==> config.mk <==
export PLATFORM = sky130hd
export DESIGN_NAME = apb_fabric_flat
export DESIGN_NICKNAME = d
export VERILOG_FILES = /design/src/rtl/apb_fabric_pkg.sv /design/src/rtl/apb_fabric_if.sv /design/src/rtl/apb_addr_decode.sv /design/src/rtl/apb_fabric.sv /design/src/flat_wrapper.sv
export SDC_FILE = /design/constraint.sdc
export NUM_CORES = 1
export LEC_CHECK = 0
export BUFFER_PORTS_ARGS = -buffer_cell sky130_fd_sc_hd__buf_2
export CAP_MARGIN = 30
export CORE_AREA = 2 2 111 113
export DETAILED_ROUTE_END_ITERATION = 8
export DIE_AREA = 0 0 113 115
export HOLD_SLACK_MARGIN = 0.06
export PLACE_DENSITY = 0.62
export SYNTH_ARGS = -nofsm -noshare
export SYNTH_HDL_FRONTEND = slang
export SYNTH_SLANG_ARGS = --single-unit
==> constraint.sdc <==
create_clock -name clk -period 1.7 [get_ports clk]
set_clock_uncertainty 0.1 [all_clocks]
set_input_delay 0.17 -clock clk [delete_from_list [all_inputs] [get_ports clk]]
set_output_delay 0.17 -clock clk [all_outputs]
set_load 0.005 [all_outputs]
==> src/rtl/apb_fabric_pkg.sv <==
// Shared types and helpers for the APB fabric and its address decoder.
// Slot helpers locate one slave's field inside the flattened per-slave vectors.
package apb_fabric_pkg;

  typedef enum logic {
    ST_IDLE   = 1'b0,
    ST_ACCESS = 1'b1
  } state_t;

  typedef enum logic [1:0] {
    ERR_NONE    = 2'b00,
    ERR_DECODE  = 2'b01,
    ERR_TIMEOUT = 2'b10,
    ERR_SLAVE   = 2'b11
  } err_code_t;

  localparam int MAX_SLAVES = 16;

  // Lowest bit of slot 'slot' in a vector of equal-width fields.
  function automatic int unsigned slot_lsb(input int unsigned slot, input int unsigned width);
    return slot * width;
  endfunction

  // Index width that stays at least one bit wide for a single slave.
  function automatic int unsigned idx_width(input int unsigned n);
    return (n > 1) ? $clog2(n) : 1;
  endfunction

endpackage

==> src/rtl/apb_fabric_if.sv <==
// APB bus bundle between the CPU-facing port and the routed slave ports.
// The fabric uses the slave modport; the environment driving CPU and slaves uses master.
interface apb_fabric_if #(
  parameter int ADDR_WIDTH = 32,
  parameter int DATA_WIDTH = 32,
  parameter int NUM_SLAVES = 5
);

  logic [ADDR_WIDTH-1:0]            m_paddr;
  logic                             m_psel;
  logic                             m_penable;
  logic [DATA_WIDTH-1:0]            m_prdata;
  logic                             m_pready;
  logic                             m_perr;

  logic [NUM_SLAVES-1:0]            s_psel;
  logic [NUM_SLAVES-1:0]            s_penable;
  logic [NUM_SLAVES*DATA_WIDTH-1:0] s_prdata;
  logic [NUM_SLAVES-1:0]            s_pready;
  logic [NUM_SLAVES-1:0]            s_perr;

  modport master (
    output m_paddr, m_psel, m_penable, s_prdata, s_pready, s_perr,
    input  m_prdata, m_pready, m_perr, s_psel, s_penable
  );

  modport slave (
    input  m_paddr, m_psel, m_penable, s_prdata, s_pready, s_perr,
    output m_prdata, m_pready, m_perr, s_psel, s_penable
  );

endinterface

==> src/rtl/apb_addr_decode.sv <==
// Combinational base/mask address decoder with lowest-index priority.
// Kept standalone so other bridges can share the same address map logic.
module apb_addr_decode
  import apb_fabric_pkg::*;
#(
  parameter int ADDR_WIDTH = 32,
  parameter int NUM_SLAVES = 5,
  parameter int IDX_WIDTH  = idx_width(NUM_SLAVES),
  parameter logic [NUM_SLAVES*ADDR_WIDTH-1:0] SLAVE_BASE = '0,
  parameter logic [NUM_SLAVES*ADDR_WIDTH-1:0] SLAVE_MASK = '0
) (
  input  logic [ADDR_WIDTH-1:0] paddr,
  output logic [NUM_SLAVES-1:0] hit,
  output logic [IDX_WIDTH-1:0]  idx,
  output logic                  miss
);

  logic [NUM_SLAVES-1:0] match;

  for (genvar i = 0; i < NUM_SLAVES; i++) begin : g_slot
    assign match[i] = (paddr & SLAVE_MASK[slot_lsb(i, ADDR_WIDTH) +: ADDR_WIDTH])
                      == SLAVE_BASE[slot_lsb(i, ADDR_WIDTH) +: ADDR_WIDTH];
  end

  // Scan from the top so the lowest matching slot is the one left standing.
  always_comb begin
    hit = '0;
    idx = '0;
    for (int i = NUM_SLAVES - 1; i >= 0; i--) begin
      if (match[i]) begin
        hit    = '0;
        hit[i] = 1'b1;
        idx    = IDX_WIDTH'(i);
      end
    end
    miss = ~|match;
  end

endmodule

==> src/rtl/apb_fabric.sv <==
// APB interconnect: one CPU port fanned out to NUM_SLAVES slaves with decode
// and timeout errors, plus sticky error capture that doubles as an interrupt.
module apb_fabric
  import apb_fabric_pkg::*;
#(
  parameter int ADDR_WIDTH = 32,
  parameter int DATA_WIDTH = 32,
  parameter int NUM_SLAVES = 5,
  parameter logic [NUM_SLAVES*ADDR_WIDTH-1:0] SLAVE_BASE = '0,
  parameter logic [NUM_SLAVES*ADDR_WIDTH-1:0] SLAVE_MASK = '0,
  parameter int TIMEOUT    = 255,
  parameter int TO_WIDTH   = 8
) (
  input  logic                  clk,
  input  logic                  rts,
  apb_fabric_if.slave           bus,
  input  logic                  err_clr,
  output logic                  err_valid,
  output logic [1:0]            err_code,
  output logic [ADDR_WIDTH-1:0] err_addr,
  output logic                  err_ovf
);

  localparam int IDX_WIDTH = idx_width(NUM_SLAVES);
  localparam logic [TO_WIDTH-1:0] TO_LAST = (TIMEOUT > 0) ? TO_WIDTH'(TIMEOUT - 1) : '0;

  state_t                state_q, state_d;
  logic [IDX_WIDTH-1:0]  idx_q;
  logic                  miss_q;
  logic [TO_WIDTH-1:0]   cnt_q;
  logic [ADDR_WIDTH-1:0] addr_q;

  logic [NUM_SLAVES-1:0] dec_hit;
  logic [IDX_WIDTH-1:0]  dec_idx;
  logic                  dec_miss;
  logic                  setup;

  logic                  slot_ready;
  logic                  slot_err;
  logic [DATA_WIDTH-1:0] slot_data;
  logic                  timeout_now;

  logic [NUM_SLAVES-1:0] sel_c;
  logic [NUM_SLAVES-1:0] en_c;
  logic [DATA_WIDTH-1:0] rdata_c;
  logic                  rdy_c;
  logic                  perr_c;
  logic                  err_event;
  err_code_t             err_kind;
  logic                  xfer_end;
  logic                  cnt_inc;

  apb_addr_decode #(
    .ADDR_WIDTH (ADDR_WIDTH),
    .NUM_SLAVES (NUM_SLAVES),
    .IDX_WIDTH  (IDX_WIDTH),
    .SLAVE_BASE (SLAVE_BASE),
    .SLAVE_MASK (SLAVE_MASK)
  ) u_decode (
    .paddr (bus.m_paddr),
    .hit   (dec_hit),
    .idx   (dec_idx),
    .miss  (dec_miss)
  );

  assign setup       = bus.m_psel && !bus.m_penable;
  assign slot_ready  = bus.s_pready[idx_q];
  assign slot_err    = bus.s_perr[idx_q];
  assign slot_data   = bus.s_prdata[slot_lsb(32'(idx_q), DATA_WIDTH) +: DATA_WIDTH];
  // A ready arriving on the last allowed cycle beats the abort.
  assign timeout_now = (TIMEOUT > 0) && !slot_ready && (cnt_q == TO_LAST);

  always_ff @(posedge clk) begin
    if (rts) begin
      state_q <= ST_IDLE;
    end else begin
      state_q <= state_d;
    end
  end

  always_comb begin
    state_d = state_q;
    case (state_q)
      ST_IDLE:   if (setup) state_d = ST_ACCESS;
      ST_ACCESS: if (xfer_end) state_d = ST_IDLE;
      default:   state_d = ST_IDLE;
    endcase
  end

  // Reset is folded in here so an in-flight select drops in the same cycle.
  always_comb begin
    sel_c     = '0;
    en_c      = '0;
    rdata_c   = '0;
    rdy_c     = 1'b0;
    perr_c    = 1'b0;
    err_event = 1'b0;
    err_kind  = ERR_NONE;
    xfer_end  = 1'b0;
    cnt_inc   = 1'b0;
    if (!rts) begin
      case (state_q)
        ST_IDLE: begin
          if (setup) sel_c = dec_hit;
        end
        ST_ACCESS: begin
          if (!bus.m_psel) begin
            xfer_end = 1'b1;
          end else if (miss_q) begin
            rdy_c     = 1'b1;
            perr_c    = 1'b1;
            err_event = 1'b1;
            err_kind  = ERR_DECODE;
            xfer_end  = 1'b1;
          end else if (timeout_now) begin
            rdy_c     = 1'b1;
            perr_c    = 1'b1;
            err_event = 1'b1;
            err_kind  = ERR_TIMEOUT;
            xfer_end  = 1'b1;
          end else begin
            sel_c[idx_q] = 1'b1;
            en_c[idx_q]  = bus.m_penable;
            rdata_c      = slot_data;
            rdy_c        = slot_ready;
            perr_c       = slot_err;
            if (slot_ready) begin
              xfer_end = 1'b1;
              if (slot_err) begin
                err_event = 1'b1;
                err_kind  = ERR_SLAVE;
              end
            end else begin
              cnt_inc = 1'b1;
            end
          end
        end
        default: ;
      endcase
    end
  end

  assign bus.s_psel    = sel_c;
  assign bus.s_penable = en_c;
  assign bus.m_prdata  = rdata_c;
  assign bus.m_pready  = rdy_c;
  assign bus.m_perr    = perr_c;

  // Transfer context is latched at SETUP; the wait counter saturates.
  always_ff @(posedge clk) begin
    if (rts) begin
      idx_q  <= '0;
      miss_q <= 1'b0;
      addr_q <= '0;
      cnt_q  <= '0;
    end else begin
      if (state_q == ST_IDLE && setup) begin
        idx_q  <= dec_idx;
        miss_q <= dec_miss;
        addr_q <= bus.m_paddr;
      end
      if (cnt_inc) begin
        if (cnt_q != '1) cnt_q <= cnt_q + TO_WIDTH'(1);
      end else begin
        cnt_q <= '0;
      end
    end
  end

  // A clear coinciding with a new error still captures that error cleanly.
  always_ff @(posedge clk) begin
    if (rts) begin
      err_valid <= 1'b0;
      err_code  <= ERR_NONE;
      err_addr  <= '0;
      err_ovf   <= 1'b0;
    end else if (err_event && (err_clr || !err_valid)) begin
      err_valid <= 1'b1;
      err_code  <= err_kind;
      err_addr  <= addr_q;
      err_ovf   <= 1'b0;
    end else if (err_clr) begin
      err_valid <= 1'b0;
      err_code  <= ERR_NONE;
      err_addr  <= '0;
      err_ovf   <= 1'b0;
    end else if (err_event) begin
      err_ovf <= 1'b1;
    end
  end

endmodule

==> src/flat_wrapper.sv <==
// flat-port wrapper written by rule: the top's interface ports become plain ports
module apb_fabric_flat import apb_fabric_pkg::*;
#(
  parameter int ADDR_WIDTH = 32,
  parameter int DATA_WIDTH = 32,
  parameter int NUM_SLAVES = 5,
  parameter logic [NUM_SLAVES*ADDR_WIDTH-1:0] SLAVE_BASE = '0,
  parameter logic [NUM_SLAVES*ADDR_WIDTH-1:0] SLAVE_MASK = '0,
  parameter int TIMEOUT    = 255,
  parameter int TO_WIDTH   = 8
)
  (clk, rts, err_clr, err_valid, err_code, err_addr, err_ovf, bus_m_paddr, bus_m_psel, bus_m_penable, bus_s_prdata, bus_s_pready, bus_s_perr, bus_m_prdata, bus_m_pready, bus_m_perr, bus_s_psel, bus_s_penable);
  apb_fabric_if #(.ADDR_WIDTH(ADDR_WIDTH), .DATA_WIDTH(DATA_WIDTH), .NUM_SLAVES(NUM_SLAVES)) bus_i ();
  input  logic clk;
  input  logic rts;
  input  logic err_clr;
  output logic err_valid;
  output logic [1:0] err_code;
  output logic [ADDR_WIDTH-1:0] err_addr;
  output logic err_ovf;
  input wire logic [$bits(bus_i.m_paddr)-1:0] bus_m_paddr;
  input wire logic [$bits(bus_i.m_psel)-1:0] bus_m_psel;
  input wire logic [$bits(bus_i.m_penable)-1:0] bus_m_penable;
  input wire logic [$bits(bus_i.s_prdata)-1:0] bus_s_prdata;
  input wire logic [$bits(bus_i.s_pready)-1:0] bus_s_pready;
  input wire logic [$bits(bus_i.s_perr)-1:0] bus_s_perr;
  output wire logic [$bits(bus_i.m_prdata)-1:0] bus_m_prdata;
  output wire logic [$bits(bus_i.m_pready)-1:0] bus_m_pready;
  output wire logic [$bits(bus_i.m_perr)-1:0] bus_m_perr;
  output wire logic [$bits(bus_i.s_psel)-1:0] bus_s_psel;
  output wire logic [$bits(bus_i.s_penable)-1:0] bus_s_penable;
  assign bus_i.m_paddr = bus_m_paddr;
  assign bus_i.m_psel = bus_m_psel;
  assign bus_i.m_penable = bus_m_penable;
  assign bus_i.s_prdata = bus_s_prdata;
  assign bus_i.s_pready = bus_s_pready;
  assign bus_i.s_perr = bus_s_perr;
  assign bus_m_prdata = bus_i.m_prdata;
  assign bus_m_pready = bus_i.m_pready;
  assign bus_m_perr = bus_i.m_perr;
  assign bus_s_psel = bus_i.s_psel;
  assign bus_s_penable = bus_i.s_penable;
  apb_fabric #(.ADDR_WIDTH(ADDR_WIDTH), .DATA_WIDTH(DATA_WIDTH), .NUM_SLAVES(NUM_SLAVES), .SLAVE_BASE(SLAVE_BASE), .SLAVE_MASK(SLAVE_MASK), .TIMEOUT(TIMEOUT), .TO_WIDTH(TO_WIDTH)) u_core (.clk(clk), .rts(rts), .bus(bus_i), .err_clr(err_clr), .err_valid(err_valid), .err_code(err_code), .err_addr(err_addr), .err_ovf(err_ovf));
endmodule
# == After elaboration in Yosys (flattened, before gate mapping) ==
# Cells that the tools add are included.
# classes
n_addsub,1
reduce_logical,11
n_eq_ne,2
mux,51
n_bitwise,2
# ops
operator,n
two-way mux 32 bit,6
two-way mux 1 bit,31
two-way mux 5 bit,5
two-way mux 2 bit,7
one-hot mux 5 bit (2 select lines),1
adder 8 x 1 -> 8 bit (second input constant),1
== test 8 bit (second input constant),1
inequality test 8 bit (second input constant),1
logical AND 1 bit,4
zero test 1 bit,3
OR reduction 3 bit,1
NOT 1 bit,2
one-hot mux 1 bit (2 select lines),1
nonzero test 2 bit,1
OR reduction 2 bit,1
logical OR 1 bit,1
# totals
word_cells,74
register_bits,77

# == Longest topological paths before layout ==
# depth
ltp_word,8
depth_mapped,8

# == Modules after synthesis ==
# Synthesis repeated with hierarchy kept, for this count alone.
# hier_totals
cells_unflattened,595
hier_area_um2,4678.2
# by_module_without_submodules
mod,area_per_inst_um2,instances,seq_area_each_um2,cells_per_inst
apb_fabric,4603.2,1,1621.6,584
apb_addr_decode,75.1,1,0.0,11

# == Least setup slack after synthesis ==
# No wires, ideal clock.
# synth_path
kind,reg2out
start,register u_core.cnt_q[0]
end,output bus_m_prdata[11]
stages_incl_launch_ff,8
t_arrival_ns,1.475
setup_slack_ns,-0.045
cell_sequence,dfxtp_1 -> inv_1 -> ha_1 -> and4b_1 -> and2_1 -> nor2_2 -> clkbuf_1 -> and2_1
# synth_between
elab_chain_len,6
# synth_rtl
element,line,source
start: declaration,apb_fabric.sv:30,logic [TO_WIDTH-1:0] cnt_q;
start signal: assignment,apb_fabric.sv:163,if (cnt_q != '1) cnt_q <= cnt_q + TO_WIDTH'(1);
== test 8 bit,apb_fabric.sv:71,assign timeout_now = (TIMEOUT > 0) && !slot_ready && (cnt_q == TO_LAST);
logical AND 1 bit,apb_fabric.sv:71,
two-way mux 32 bit,apb_fabric.sv:115,end else if (timeout_now) begin
two-way mux 32 bit,apb_fabric.sv:107,if (!bus.m_psel) begin
two-way mux 32 bit,apb_fabric.sv:102,case (state_q)
two-way mux 32 bit,apb_fabric.sv:101,if (!rts) begin
end: declaration,flat_wrapper.sv:27,output wire logic [$bits(bus_i.m_prdata)-1:0] bus_m_prdata;
# Every way passes these cells.

# == Worst setup path after layout ==
# layout_path
start,register u_core.cnt_q[0]
end,output bus_m_prdata[19]
# The elaborated chain is that of the path after synthesis.

==> Implementation_results.wiki <==
{| class="wikitable"
! Metric !! Value
|-
| Achievable Freq || 502 MHz
|-
| Longest Clk Path Bufs || 2
|-
| Leading cell types by total area after synthesis || sky130_fd_sc_hd__dfxtp_1 45%, sky130_fd_sc_hd__nand2_1 11%, sky130_fd_sc_hd__mux2i_1 10%
|-
| Proportion of synthesized flip-flops having asynchronous set or reset || 0
|-
| Cell Pwr Density || 829 mW/mm^2
|-
| Count of pins over their slew limit || 0
|-
| Maximum fanout along the worst path || 17
|-
| Total routing resource utilization after global routing || 0.144
|-
| Clock root buffer master || sky130_fd_sc_hd__clkbuf_16
|-
| Final min period || 1990 ps
|-
| Via density per instance || 4.32
|-
| Yosys Warn Count || 0
|-
| Most frequent cells in the layout || 139 x sky130_fd_sc_hd__buf_2, 102 x sky130_fd_sc_hd__nand2_1, 75 x sky130_fd_sc_hd__dfxtp_1
|-
| First-pass GRT wire length || 14.8 mm
|-
| Average size of a mapped cell || 8.57 um^2
|-
| Setup repair after global routing missed its margin || yes
|-
| Minimum setup slack after placement || -99.9 ps
|-
| Sequential fraction of the synthesis area || 0.452
|-
| Number of cells traversed by the worst register-to-register path || 10
|-
| Netlist Area Pre-Place || 0.00341 mm^2
|-
| Min-Delay Path Class || primary input to register
|-
| Cell type with the highest aggregate area in the netlist || sky130_fd_sc_hd__dfxtp_1
|-
| Leakage power || 0.00250 uW
|-
| Largest vdd supply drop || 0.607 mV
|-
| Vias || 3176
|-
| N_diodes || 0
|-
| Detailed placement HPWL || 6.34 mm
|-
| Period utilisation layout || 1.17
|-
| Fin. Hold Viols || 0
|-
| Most common cell after layout, fill and taps aside || sky130_fd_sc_hd__buf_2
|-
| Number of enable flip-flop cells after synthesis || 0
|-
| Crit path from || u_core.cnt_q[0]
|-
| Core Rows || 40
|-
| Growth of design area from synthesis to finish || 51.6%
|-
| Violated checks || DRC, setup timing
|-
| Antenna violations before repair || 0
|-
| Setup-failing EPs final || 69
|-
| Unique masters post-synth || 39
|-
| Clock sink count || 77
|-
| Type of origin of the critical path || register
|-
| Number of I/O pins || 287
|-
| Count of buffers inserted at the top-level ports || 142
|-
| Kind of end point of the critical path || output pin
|-
| Area fraction of the dominant cell type after synthesis || 0.452
|-
| CTS tree || built
|-
| Count of nets left with antenna violations after detail routing || 0
|-
| Maximum level of the CTS H-tree || 3
|-
| Worst setup path end || bus_m_prdata[19]
|-
| Die width || 113 um
|-
| Max-cap violations || 0
|-
| Reg-to-Reg Start || u_core.cnt_q[0]
|-
| FF-to-FF End || u_core.err_addr[1]
|-
| Largest net degree at the start of global routing || 68
|-
| Initial core utilization || 0.289
|-
| Worst Path Class, Setup || register to output pin
|-
| Launch instance of the worst min-delay path || rts
|-
| Net count, final || 794
|-
| Main flop type after synthesis || sky130_fd_sc_hd__dfxtp_1
|-
| Post-route DRC || 7
|-
| Num CTS Buffers || 9
|-
| Status || complete, but fails checks
|-
| Flops & latches, synth || 77
|-
| Drt first-iter violations || 86
|-
| Sum of internal, switching and leakage power || 4290 uW
|-
| Share of post-route cells with drive strength above 1 || 0.348
|-
| Die height || 115 um
|-
| Residual overflow from global routing || 0
|-
| Wire length reported by the detailed router || 9.43 mm
|-
| Insertion delay of the later-clocked pin in the worst-skew pair || 330 ps
|-
| Die area || 0.0130 mm^2
|-
| Clock Pin Slew Worst Setup and Hold Paths || 60 ps
|-
| Number of global-route vias before repair || 3032
|-
| Placer congestion estimate || 0.734
|-
| Data required time of the worst path || 1430 ps
|-
| Post-detailed-route wirelength per cell || 12.8 um
|-
| Minimum setup slack among reg-to-reg paths || -210 ps
|-
| Core region area || 0.0118 mm^2
|-
| TritonRoute pass-1 iters || 6
|-
| Worst Hold Slack || 83.9 ps
|-
| Final worst-path setup slack || -292 ps
|-
| Cells after synthesis || 398
|-
| Data arrival at the endpoint of the critical path || 1720 ps
|}
worst max-delay path: stages (launching register included):
cell,delay (ps)
sky130_fd_sc_hd__dfxtp_2,330
sky130_fd_sc_hd__inv_2,40
sky130_fd_sc_hd__ha_4,140
sky130_fd_sc_hd__and4b_1,180
sky130_fd_sc_hd__and2_4,150
sky130_fd_sc_hd__nor2_4,140
sky130_fd_sc_hd__buf_12,150
sky130_fd_sc_hd__and2_4,160
sky130_fd_sc_hd__buf_6,90
metal layers:
metal,vias up,share of wire,track usage
li1,1638,-,-
met1,1452,0.45,0.186
met2,78,0.48,0.234
met3,8,0.055,0.0411
met4,0,0.0085,0.0463
met5,-,0,0
synth_stat cells (2+ instances only):
cell type and n:
sky130_fd_sc_hd__mux2i_1 35, sky130_fd_sc_hd__buf_2 5, sky130_fd_sc_hd__xnor2_1 4, sky130_fd_sc_hd__nor2_1 9, sky130_fd_sc_hd__nand2_1 102, sky130_fd_sc_hd__dfxtp_1 77, sky130_fd_sc_hd__nand2b_1 33, sky130_fd_sc_hd__a21oi_1 37
sky130_fd_sc_hd__ha_1 2, sky130_fd_sc_hd__and2_1 35, sky130_fd_sc_hd__nand3_1 3, sky130_fd_sc_hd__clkbuf_1 16, sky130_fd_sc_hd__nor2_2 3, sky130_fd_sc_hd__buf_4 8, sky130_fd_sc_hd__inv_1 3, sky130_fd_sc_hd__buf_12 3
state kept, by name, summed over array words and instances (netlist names):
register and flops:
u_core.err_addr 32, u_core.state_q 1, u_core.err_ovf 1, u_core.err_valid 1, u_core.addr_q 32, u_core.err_code 2, u_core.cnt_q 8
cell families after synthesis:
family,synth area share
adders and majority gates,0.00733
muxes,0.103
other,0.00110
and+or+nand+nor,0.286
xor gates and xnor gates,0.0128
AOI/OAI and AO/OA,0.0697
DFF,0.452
buffers and inverters,0.0682
worst min-delay path by stage:
stage                       end  slack, ps  depth (start not counted)
2_1_floorplan  u_core.addr_q[0]        210                          2
3_3_place_gp   u_core.addr_q[5]        310                          3
3_5_place_dp   u_core.addr_q[5]        320                          3
4_1_cts          u_core.state_q         80                          2
5_1_grt          u_core.state_q         80                          2
6_report         u_core.state_q         80                          2
power breakdown:
group | switching (uW) | internal (uW) | leakage (uW)
combinational | 157 | 195 | 0.00173
clock | 752 | 1320 | 0.000151
sequential | 18.2 | 1840 | 0.000625
timing repair:
action,in CTS,in global routing
pin swaps,5,3
cloned,3,0
hold buffers,33,0
hold endpoints to repair,33,0
buffers inserted,8,1
resized for setup,17,6
setup endpoints to repair,64,70
cell type report:
class	count	area [um^2]
clock inverters	5	83.8
multi-input cells	291	1710
inverters	3	11.3
clock buffers	10	239
fillers	1194	6640
repair buffers	203	1400
well taps	147	184
flip-flops and latches	77	1540
per-stage QoR:
step                cells  cell area, um^2  TNS [ps]  utilization
finish                736             5170    -15340        0.438
global route          736             5170    -22410        0.438
CTS                   736             5170    -13780        0.438
detailed placement    678             4300     -1330        0.364
global placement      678             4300      -224        0.364
floorplan             405             3440      -907            -
(Power assumes the default switching activity.)
